`src/rtl/mem_bus_arbiter_if.sv`:
```
// Shared single-port memory bus between the arbiter (master) and the
// memory subsystem (slave).
interface mem_bus_arbiter_if;
  logic        bus_req_o;
  logic        bus_we_o;
  logic [3:0]  bus_sel_o;
  logic [31:0] bus_addr_o;
  logic [31:0] bus_wdata_o;
  logic [31:0] bus_rdata_i;
  logic        bus_ack_i;
  logic        bus_err_o;

  modport master (
    output bus_req_o, bus_we_o, bus_sel_o, bus_addr_o, bus_wdata_o, bus_err_o,
    input  bus_rdata_i, bus_ack_i
  );

  modport slave (
    input  bus_req_o, bus_we_o, bus_sel_o, bus_addr_o, bus_wdata_o, bus_err_o,
    output bus_rdata_i, bus_ack_i
  );
endinterface

```
`src/rtl/mem_bus_arbiter.sv`:
```
// Arbitrates one single-port memory bus between instruction fetch and the
// MEM stage. Data has priority; a fetch that has waited through
// STARVE_LIMIT data grants is forced through. Completed results are kept in
// one-entry buffers while the owning stage is held, and a watchdog aborts
// transactions the bus never acknowledges.
module mem_bus_arbiter #(
  parameter int STARVE_LIMIT   = 4,
  parameter int TIMEOUT_CYCLES = 255
) (
  input  logic                clk,
  input  logic                rst,
  // instruction fetch side
  input  logic                if_ce_i,
  input  logic [31:0]         if_addr_i,
  input  logic                if_stall_i,
  output logic [31:0]         if_data_o,
  output logic                stallreq_if_o,
  // data access side
  input  logic                mem_ce_i,
  input  logic                mem_we_i,
  input  logic [3:0]          mem_sel_i,
  input  logic [31:0]         mem_addr_i,
  input  logic [31:0]         mem_wdata_i,
  input  logic                mem_stall_i,
  output logic [31:0]         mem_rdata_o,
  output logic                stallreq_mem_o,
  // shared memory bus
  mem_bus_arbiter_if.master   bus
);

  localparam int SW = $clog2(STARVE_LIMIT + 1);
  localparam int TW = $clog2(TIMEOUT_CYCLES + 1);
  localparam logic [SW-1:0] STARVE_MAX = SW'(STARVE_LIMIT);
  localparam logic [TW-1:0] TMO_MAX    = TW'(TIMEOUT_CYCLES);

  typedef enum logic [1:0] {S_IDLE, S_INST, S_DATA} state_t;

  state_t           r_state;
  state_t           w_state_next;

  // registered bus fields, stable for the whole transaction
  logic             r_bus_req,   w_bus_req_next;
  logic             r_bus_we,    w_bus_we_next;
  logic [3:0]       r_bus_sel,   w_bus_sel_next;
  logic [31:0]      r_bus_addr,  w_bus_addr_next;
  logic [31:0]      r_bus_wdata, w_bus_wdata_next;

  logic [SW-1:0]    r_starve_cnt;
  logic [TW-1:0]    r_tmo_cnt;

  // result buffers
  logic             r_ibuf_valid;
  logic [31:0]      r_ibuf_addr;
  logic [31:0]      r_ibuf_data;
  logic             r_dbuf_valid;
  logic [31:0]      r_dbuf_data;

  logic             w_ihit;
  logic             w_inst_pend;
  logic             w_data_pend;
  logic             w_busy;
  logic             w_timeout;
  logic             w_done;
  logic             w_inst_done;
  logic             w_data_done;
  logic [31:0]      w_rdata;
  logic             w_starved;
  logic             w_grant_data;
  logic             w_grant_inst;
  logic             w_write_hit;

  assign w_ihit       = r_ibuf_valid & (r_ibuf_addr == if_addr_i);
  assign w_inst_pend  = if_ce_i & ~w_ihit;
  assign w_data_pend  = mem_ce_i & ~r_dbuf_valid;
  assign w_busy       = (r_state != S_IDLE);
  // an ack in the very cycle the watchdog expires wins over the abort
  assign w_timeout    = w_busy & ~bus.bus_ack_i & (r_tmo_cnt == TMO_MAX);
  assign w_done       = w_busy & (bus.bus_ack_i | w_timeout);
  assign w_rdata      = w_timeout ? 32'h0 : bus.bus_rdata_i;
  assign w_inst_done  = (r_state == S_INST) & w_done;
  assign w_data_done  = (r_state == S_DATA) & w_done;
  assign w_starved    = (r_starve_cnt >= STARVE_MAX);
  assign w_grant_data = (r_state == S_IDLE) & w_data_pend & (~w_inst_pend | ~w_starved);
  assign w_grant_inst = (r_state == S_IDLE) & ~w_grant_data & w_inst_pend;
  // a completed store to the buffered fetch word makes that word stale
  assign w_write_hit  = w_data_done & r_bus_we & (r_bus_addr[31:2] == r_ibuf_addr[31:2]);

  assign if_data_o      = ~if_ce_i  ? 32'h0 : (w_inst_done ? w_rdata : r_ibuf_data);
  assign mem_rdata_o    = ~mem_ce_i ? 32'h0 : (w_data_done ? w_rdata : r_dbuf_data);
  assign stallreq_if_o  = w_inst_pend & ~w_inst_done;
  assign stallreq_mem_o = w_data_pend & ~w_data_done;

  assign bus.bus_req_o   = r_bus_req;
  assign bus.bus_we_o    = r_bus_we;
  assign bus.bus_sel_o   = r_bus_sel;
  assign bus.bus_addr_o  = r_bus_addr;
  assign bus.bus_wdata_o = r_bus_wdata;
  assign bus.bus_err_o   = w_timeout;

  // Next state and next bus fields: latch on grant, clear on completion
  always_comb begin
    w_state_next     = r_state;
    w_bus_req_next   = r_bus_req;
    w_bus_we_next    = r_bus_we;
    w_bus_sel_next   = r_bus_sel;
    w_bus_addr_next  = r_bus_addr;
    w_bus_wdata_next = r_bus_wdata;
    case (r_state)
      S_IDLE: begin
        if (w_grant_data) begin
          w_state_next     = S_DATA;
          w_bus_req_next   = 1'b1;
          w_bus_we_next    = mem_we_i;
          w_bus_sel_next   = mem_sel_i;
          w_bus_addr_next  = mem_addr_i;
          w_bus_wdata_next = mem_wdata_i;
        end else if (w_grant_inst) begin
          w_state_next     = S_INST;
          w_bus_req_next   = 1'b1;
          w_bus_we_next    = 1'b0;
          w_bus_sel_next   = 4'b1111;
          w_bus_addr_next  = if_addr_i;
          w_bus_wdata_next = 32'h0;
        end
      end
      S_INST, S_DATA: begin
        if (w_done) begin
          w_state_next     = S_IDLE;
          w_bus_req_next   = 1'b0;
          w_bus_we_next    = 1'b0;
          w_bus_sel_next   = 4'b0000;
          w_bus_addr_next  = 32'h0;
          w_bus_wdata_next = 32'h0;
        end
      end
      default: begin
        w_state_next     = S_IDLE;
        w_bus_req_next   = 1'b0;
        w_bus_we_next    = 1'b0;
        w_bus_sel_next   = 4'b0000;
        w_bus_addr_next  = 32'h0;
        w_bus_wdata_next = 32'h0;
      end
    endcase
  end

  // State register and registered bus outputs
  always_ff @(posedge clk) begin
    if (rst) begin
      r_state     <= S_IDLE;
      r_bus_req   <= 1'b0;
      r_bus_we    <= 1'b0;
      r_bus_sel   <= 4'b0000;
      r_bus_addr  <= 32'h0;
      r_bus_wdata <= 32'h0;
    end else begin
      r_state     <= w_state_next;
      r_bus_req   <= w_bus_req_next;
      r_bus_we    <= w_bus_we_next;
      r_bus_sel   <= w_bus_sel_next;
      r_bus_addr  <= w_bus_addr_next;
      r_bus_wdata <= w_bus_wdata_next;
    end
  end

  // Count data grants that overtook a waiting fetch, saturating at the limit
  always_ff @(posedge clk) begin
    if (rst || !w_inst_pend || w_grant_inst) begin
      r_starve_cnt <= '0;
    end else if (w_grant_data && !w_starved) begin
      r_starve_cnt <= r_starve_cnt + SW'(1);
    end
  end

  // Watchdog: counts cycles spent waiting for the current bus ack
  always_ff @(posedge clk) begin
    if (rst || !w_busy || w_done) begin
      r_tmo_cnt <= '0;
    end else begin
      r_tmo_cnt <= r_tmo_cnt + TW'(1);
    end
  end

  // Fetch buffer: fill when IF is held at completion, drop on advance/flush/store hit
  always_ff @(posedge clk) begin
    if (rst) begin
      r_ibuf_valid <= 1'b0;
      r_ibuf_addr  <= 32'h0;
      r_ibuf_data  <= 32'h0;
    end else if (w_inst_done && if_ce_i && if_stall_i) begin
      r_ibuf_valid <= 1'b1;
      r_ibuf_addr  <= r_bus_addr;
      r_ibuf_data  <= w_rdata;
    end else if (r_ibuf_valid && (!if_stall_i || (if_addr_i != r_ibuf_addr) || w_write_hit)) begin
      r_ibuf_valid <= 1'b0;
    end
  end

  // Data buffer: fill when MEM is held at completion (stores too), drop on advance
  always_ff @(posedge clk) begin
    if (rst) begin
      r_dbuf_valid <= 1'b0;
      r_dbuf_data  <= 32'h0;
    end else if (w_data_done && mem_ce_i && mem_stall_i) begin
      r_dbuf_valid <= 1'b1;
      r_dbuf_data  <= w_rdata;
    end else if (r_dbuf_valid && !mem_stall_i) begin
      r_dbuf_valid <= 1'b0;
    end
  end

endmodule

```
`src/flat_wrapper.sv`:
```
// flat-port wrapper written by rule: the top's interface ports become plain ports
module mem_bus_arbiter_flat 
#(
  parameter int STARVE_LIMIT   = 4,
  parameter int TIMEOUT_CYCLES = 255
)
  (clk, rst, if_ce_i, if_addr_i, if_stall_i, if_data_o, stallreq_if_o, mem_ce_i, mem_we_i, mem_sel_i, mem_addr_i, mem_wdata_i, mem_stall_i, mem_rdata_o, stallreq_mem_o, bus_bus_req_o, bus_bus_we_o, bus_bus_sel_o, bus_bus_addr_o, bus_bus_wdata_o, bus_bus_err_o, bus_bus_rdata_i, bus_bus_ack_i);
  mem_bus_arbiter_if bus_i ();
  input  logic clk;
  input  logic rst;
  input  logic if_ce_i;
  input  logic [31:0] if_addr_i;
  input  logic if_stall_i;
  output logic [31:0] if_data_o;
  output logic stallreq_if_o;
  input  logic mem_ce_i;
  input  logic mem_we_i;
  input  logic [3:0] mem_sel_i;
  input  logic [31:0] mem_addr_i;
  input  logic [31:0] mem_wdata_i;
  input  logic mem_stall_i;
  output logic [31:0] mem_rdata_o;
  output logic stallreq_mem_o;
  output wire logic [$bits(bus_i.bus_req_o)-1:0] bus_bus_req_o;
  output wire logic [$bits(bus_i.bus_we_o)-1:0] bus_bus_we_o;
  output wire logic [$bits(bus_i.bus_sel_o)-1:0] bus_bus_sel_o;
  output wire logic [$bits(bus_i.bus_addr_o)-1:0] bus_bus_addr_o;
  output wire logic [$bits(bus_i.bus_wdata_o)-1:0] bus_bus_wdata_o;
  output wire logic [$bits(bus_i.bus_err_o)-1:0] bus_bus_err_o;
  input wire logic [$bits(bus_i.bus_rdata_i)-1:0] bus_bus_rdata_i;
  input wire logic [$bits(bus_i.bus_ack_i)-1:0] bus_bus_ack_i;
  assign bus_bus_req_o = bus_i.bus_req_o;
  assign bus_bus_we_o = bus_i.bus_we_o;
  assign bus_bus_sel_o = bus_i.bus_sel_o;
  assign bus_bus_addr_o = bus_i.bus_addr_o;
  assign bus_bus_wdata_o = bus_i.bus_wdata_o;
  assign bus_bus_err_o = bus_i.bus_err_o;
  assign bus_i.bus_rdata_i = bus_bus_rdata_i;
  assign bus_i.bus_ack_i = bus_bus_ack_i;
  mem_bus_arbiter #(.STARVE_LIMIT(STARVE_LIMIT), .TIMEOUT_CYCLES(TIMEOUT_CYCLES)) u_core (.clk(clk), .rst(rst), .if_ce_i(if_ce_i), .if_addr_i(if_addr_i), .if_stall_i(if_stall_i), .if_data_o(if_data_o), .stallreq_if_o(stallreq_if_o), .mem_ce_i(mem_ce_i), .mem_we_i(mem_we_i), .mem_sel_i(mem_sel_i), .mem_addr_i(mem_addr_i), .mem_wdata_i(mem_wdata_i), .mem_stall_i(mem_stall_i), .mem_rdata_o(mem_rdata_o), .stallreq_mem_o(stallreq_mem_o), .bus(bus_i));
endmodule
```
`config.mk`:
```
export PLATFORM = sky130hd
export DESIGN_NAME = mem_bus_arbiter_flat
export DESIGN_NICKNAME = d
export VERILOG_FILES = /design/src/rtl/mem_bus_arbiter_if.sv /design/src/rtl/mem_bus_arbiter.sv /design/src/flat_wrapper.sv
export SDC_FILE = /design/constraint.sdc
export NUM_CORES = 1
export LEC_CHECK = 0
export BUFFER_PORTS_ARGS = -buffer_cell sky130_fd_sc_hd__buf_4
export CELL_PAD_IN_SITES_DETAIL_PLACEMENT = 1
export CELL_PAD_IN_SITES_GLOBAL_PLACEMENT = 1
export CORE_MARGIN = 1
export CORE_UTILIZATION = 37
export DETAILED_ROUTE_END_ITERATION = 16
export PLACE_DENSITY_LB_ADDON = 0.1
export SETUP_SLACK_MARGIN = 0.4
export SKIP_LAST_GASP = 1
export SYNTH_ARGS = -nofsm -noshare
export SYNTH_HDL_FRONTEND = slang
export SYNTH_SLANG_ARGS = --single-unit
```
`constraint.sdc`:
```
create_clock -name clk -period 2.64 [get_ports clk]
set_input_delay 0.264 -clock clk [delete_from_list [all_inputs] [get_ports clk]]
set_output_delay 0.264 -clock clk [all_outputs]
set_load 0.005 [all_outputs]
```
# Word-level counts from Yosys, hierarchy flattened
# Index checks and enable logic that the tools add are counted.
# Widths: inputs -> output; s select.
[classes]
reduce_logical = 24
mux = 31
n_shift = 0
order_cmp = 1
multipliers = 0
add_sub_neg = 2
bitwise_logic = 26
div = 0
eq_ne = 8
[op_table]
columns = ["cell", "count"]
rows = [
  ["$mux 32", 10],
  ["$pmux 32 s2", 2],
  ["$eq 32x32->1", 1],
  ["$ne 32x32->1", 1],
  ["$eq 30x30->1", 1],
  ["$and 1x1->1", 16],
  ["$mux 4", 3],
  ["$mux 1", 9],
  ["$add 8x1->8 const B", 1],
  ["$eq 8x8->1 const B", 1],
  ["$not 1->1", 8],
  ["$pmux 4 s2", 1],
  ["$logic_and 1x1->1", 7],
  ["$logic_or 1x1->1", 6],
  ["$mux 2", 3],
  ["$reduce_bool 2->1", 3],
  ["$logic_not 1->1", 5],
  ["$pmux 1 s2", 2],
  ["$pmux 2 s2", 1],
  ["$add 3x1->3 const B", 1],
  ["$ge 3x3->1 const B", 1],
  ["$ne 3x1->1 const B", 1],
  ["$eq 2x1->1 const B", 1],
  ["$eq 2x2->1 const B", 1],
  ["other kinds (5)", 6],
]
[word_totals]
latchBits = 0
ram_bits = 0
register_bits = 181
elab_cells = 105
rom_bits = 0
inputBits = 140
out_inout_bits = 137
memories = 0

# Logic depth before layout (Yosys ltp)
[depth]
depth_word = 13
ltp_mapped = 12
ltp_nobuf = 9

# Worst setup path before layout
# No wires, ideal clock.
[synth_path]
path_kind = "reg-to-output"
start = "register u_core.r_state[0]"
end = "output mem_rdata_o[14]"
path_slack_ns = 0.232
required_ns = 2.376
t_arrival_ns = 2.144
n_path_buf = 3
path_stages_with_launch = 13
cell_sequence = "dfxtp_1 > inv_1 > ha_1 > buf_6 > nor4bb_4 > nand4_2 > inv_2 > o211ai_1 > clkbuf_1 > clkbuf_1 > nor2_1 > a21oi_1 > nor2b_1"
[synth_via]
elab_chain_len = 8
elab_cells_between_ends = 10
cone_classes = "eq/ne (1); mux (3); bitwise (5); reduce/logical (1)"
[synth_rtl]
columns = ["element", "line_no", "text"]
rows = [
  ["from (decl)", "mem_bus_arbiter.sv:38", "state_t r_state;"],
  ["from (signal assigned)", "mem_bus_arbiter.sv:157", "r_state <= w_state_next;"],
  ["$reduce_bool 2->1 *", "mem_bus_arbiter.sv:75", "assign w_busy = (r_state != S_IDLE);"],
  ["$and 1x1->1 * (2 in a row)", "mem_bus_arbiter.sv:77", "assign w_timeout = w_busy & ~bus.bus_ack_i & (r_tmo_cnt == TMO_MAX);"],
  ["named net bus_bus_err_o", "flat_wrapper.sv:29", "output wire logic [$bits(bus_i.bus_err_o)-1:0] bus_bus_err_o;"],
  ["$or 1x1->1", "mem_bus_arbiter.sv:78", "assign w_done = w_busy & (bus.bus_ack_i | w_timeout);"],
  ["$and 1x1->1", "mem_bus_arbiter.sv:78", ""],
  ["$and 1x1->1", "mem_bus_arbiter.sv:81", "assign w_data_done = (r_state == S_DATA) & w_done;"],
  ["$mux 32 * (2 in a row)", "mem_bus_arbiter.sv:89", "assign mem_rdata_o = ~mem_ce_i ? 32'h0 : (w_data_done ? w_rdata : r_dbuf_data);"],
  ["to (decl)", "flat_wrapper.sv:22", "output logic [31:0] mem_rdata_o;"],
]
# The timed path passes the listed nets; every way through them passes the cells marked *.

# Worst setup path in the final report
[layout_path]
start = "register u_core.r_state[1]"
end = "output mem_rdata_o[0]"
[layout_via]
elab_chain_len = 8
elab_cells_between_ends = 10
cone_classes = "eq/ne (1); mux (3); bitwise (5); reduce/logical (1)"
[layout_rtl]
columns = ["element", "line_no"]
rows = [
  ["$reduce_bool 2->1", "mem_bus_arbiter.sv:75"],
  ["$and 1x1->1 (2 in a row)", "mem_bus_arbiter.sv:77"],
  ["$or 1x1->1", "mem_bus_arbiter.sv:78"],
  ["$and 1x1->1", "mem_bus_arbiter.sv:78"],
  ["$and 1x1->1", "mem_bus_arbiter.sv:81"],
  ["$mux 32 * (2 in a row)", "mem_bus_arbiter.sv:89"],
]
# Every way passes the cells marked *; elsewhere a longest branch is shown, timed or not.

==> run metrics <==
post-route ant nets 0; post-route insts no fill 1816; Final nets 1624; Cell Area, Synth 9306 um^2; First DRT Iteration DRCs 639; Final setup violation count 96; WP data arrival 2600 ps; Routed Wire Length 44000 um; ant diodes 0; Core Util, Final 0.6144; Worst Path Max Fanout 22; Top Ports 277; Worst Tran Pin Value 614.9 ps; WL/cell 24.23 um; Max Transition Viols Final 0; area occupied by multi-input gates 6500 um^2; hold crit path type in2reg; Num CTS Buffers 17; critical path class reg2out; Fillers 2716; worst skew pair latency 440 ps; syn avg cell area 7.860 um^2; worst hold slack 59.90 ps; Seq/Total Area, Yosys 0.3894; Total GRT Usage 0.2754; FF+latch count, synth 181; WP data required 2380 ps; Reg area 3626 um^2; crit path capture type output port; H-tree Lvls 4; drt first pass iters 5; Die Width 160.6 um; clock sinks 181; met2 wire len 22140 um; peak supply drop 0.5749 mV; Area Growth Syn to Fin 61.51%; clock tree buffer depth 2; die footprint 25790 um^2; met3 WL post-DR 2409 um; final worst slack -224.2 ps; initial core utilization 0.3804; uppermost layer routed met4; vias in the first global route 10060; largest net degree at the start of global routing 67; Worst slew margin 0.5795; fin crit period 2864 ps; Post-Syn Nets 1329; Placement Rows 57; RSZ-0062 raised after global routing true; pwr/cell area 797.6 nW/um^2; Via density 5.838; DR DRC count 0; CTS clk-pin slew, worst paths 70 ps; layout cell share with drive strength beyond 1 0.4665; PortBufs 276; M1 WL 17120 um; synth warn 0; violated checks setup timing; Post-DP HPWL 22750 um; cell count after synthesis 1184; max-cap violations 0; Pleak 6.032 nW; TritonCTS clock tree built; Die Y 160.6 um; status finished, violations left; initial antenna violation count 0; startpoint types register; routability cong. 0.8222; period utilization 1.085; Clock Skew 13.44 ps; total number of vias 10600; final hold viol count 0; core box area 24460 um^2; first-pass GRT wire length 55840 um; Root Driver clkbuf_16; grt ovf 0; Inst Count DP 1713; # hold bufs at CTS 0; synth unique cells 49; Max Freq 349.1 MHz
cells by family (layout without fill, tap and decap cells):
family                     after synthesis  in the layout  synth area share
and+or+nand+nor                        491            491            0.2521
AOI/OAI and AO/OA                      322            322            0.2307
DFF                                    181            181            0.3894
buffers and inverters                  118            426           0.05808
xor gates and xnor gates                67             67           0.06305
adders and majority gates                5              5          0.006722
cell usage in the layout (no fill, tap or decap), types with 3 or more instances in the layout:
cell type    n
nand2_4     33
inv_1        8
buf_16       3
nor3b_1      3
o2bb2ai_1   22
o2bb2ai_4    3
o21ai_0     34
nand4_1     46
xor2_1      32
nand3_1     46
a311oi_2    31
nor4_1       7
bufbuf_16    3
clkbuf_16   41
nor2_4      16
dfxtp_1    179
buf_8        5
nor2_2      17
and3_1       4
nand3_2      9
o211ai_1     3
a21oi_2    100
o32ai_2      3
nand2_1    118
nor2b_1     32
inv_8        7
buf_12      26
ha_1         4
buf_4      305
nor3_1       4
a21oi_1     97
inv_2        3
o2bb2ai_2    9
buf_6       16
xnor2_1     35
nor2_1      73
a21oi_4      8
nand3_4     18
nand2_2     17
nand2b_1    35
stage by stage:
stage	power [mW]	TNS [ps]	setup WS [ps]	cell area [um^2]
after global placement	7.166	0	239.0	11770
after detailed placement	7.249	0	165.2	11770
final	11.99	-8819	-224.2	15030
after global routing	12.39	-28230	-376.1	15030
after CTS	10.45	-2582	-67.80	12920
after floorplan	5.722	0	369.9	9339
worst paths after layout:
path / startpoint / end / slack, ps / cells past startpoint
worst max-delay path: u_core.r_state[1] / mem_rdata_o[0] / -220 / 11
worst min-delay path: mem_sel_i[3] / u_core.bus.bus_sel_o[3] / 60 / 3
worst max register to register: u_core.r_state[1] / u_core.bus.bus_addr_o[28] / -70 / 13
worst min register to register: u_core.r_dbuf_data[25] / u_core.r_dbuf_data[25] / 460 / 2
flip-flops by register name, indices dropped and copies added, names as in the netlist:
register / flops
u_core.bus.bus_req_o: 1
u_core.r_tmo_cnt: 8
u_core.r_ibuf_data: 32
u_core.bus.bus_sel_o: 4
u_core.bus.bus_addr_o: 32
u_core.r_state: 2
u_core.bus.bus_wdata_o: 32
u_core.r_dbuf_data: 32
u_core.r_dbuf_valid: 1
u_core.r_ibuf_addr: 32
u_core.r_ibuf_valid: 1
u_core.bus.bus_we_o: 1
u_core.r_starve_cnt: 3
routing by layer:
metal / vias up / global-route usage
li1: 4741 / -
met1: 5246 / 0.3386
met2: 464 / 0.4880
met3: 150 / 0.03900
met4: 0 / 0.09784
met5: - / 0
synth_stat cells, drive strengths merged:
master | count | area share
a2111o | 1 | 0.0012
a2111oi | 1 | 0.00094
a211oi | 1 | 0.00081
a21bo | 1 | 0.0011
a21boi | 1 | 0.0012
a21oi | 205 | 0.11
a311oi | 33 | 0.051
a31oi | 1 | 0.00067
a41oi | 1 | 0.0017
and2 | 2 | 0.0013
and3 | 6 | 0.0040
and4 | 1 | 0.00094
buf | 30 | 0.023
clkbuf | 76 | 0.031
clkinv | 1 | 0.00040
dfxtp | 181 | 0.39
ha | 5 | 0.0067
inv | 11 | 0.0044
nand2 | 168 | 0.068
nand2b | 35 | 0.024
nand3 | 73 | 0.039
nand3b | 1 | 0.00081
nand4 | 47 | 0.032
nand4b | 1 | 0.00094
nor2 | 106 | 0.043
nor2b | 32 | 0.022
nor3 | 4 | 0.0022
nor3b | 5 | 0.0051
nor4 | 8 | 0.0060
nor4b | 1 | 0.00094
nor4bb | 1 | 0.0027
o211ai | 3 | 0.0024
o21ai | 35 | 0.019
o2bb2ai | 34 | 0.032
o31ai | 1 | 0.00081
o32ai | 4 | 0.0038
xnor2 | 35 | 0.033
xor2 | 32 | 0.030
worst max-delay path: stages (launching register included):
cell	delay, ps
dfxtp_2	340
inv_2	50
ha_4	160
nor4bb_4	350
nand4_4	140
inv_2	90
o211ai_1	170
buf_6	250
nor2_1	190
a21oi_1	60
nor2b_1	210
buf_4	150
power by group:
part / internal [mW] / total, mW / switching, mW
sequential: 3.10 / 3.58 / 0.479
combinational: 2.88 / 5.69 / 2.81
clock: 1.37 / 2.72 / 1.35
total: 7.35 / 12.0 / 4.63
layout make-up:
cell class                      instances  share of cell area
Sequential cell                       181              0.2412
Tap cell                              324             0.02697
Multi-Input combinational cell        885              0.4324
Clock inverter                         15             0.01215
Timing Repair Buffer                  382              0.2559
Inverter                               12            0.002997
Clock buffer                           17             0.02830
repair_timing:
action,in CTS,in global routing
buffers inserted,17,17
setup endpoints to repair,223,234
cloned,10,27
pin swaps,17,149
resized for setup,60,299
Power figures use the tool's default switching activity.
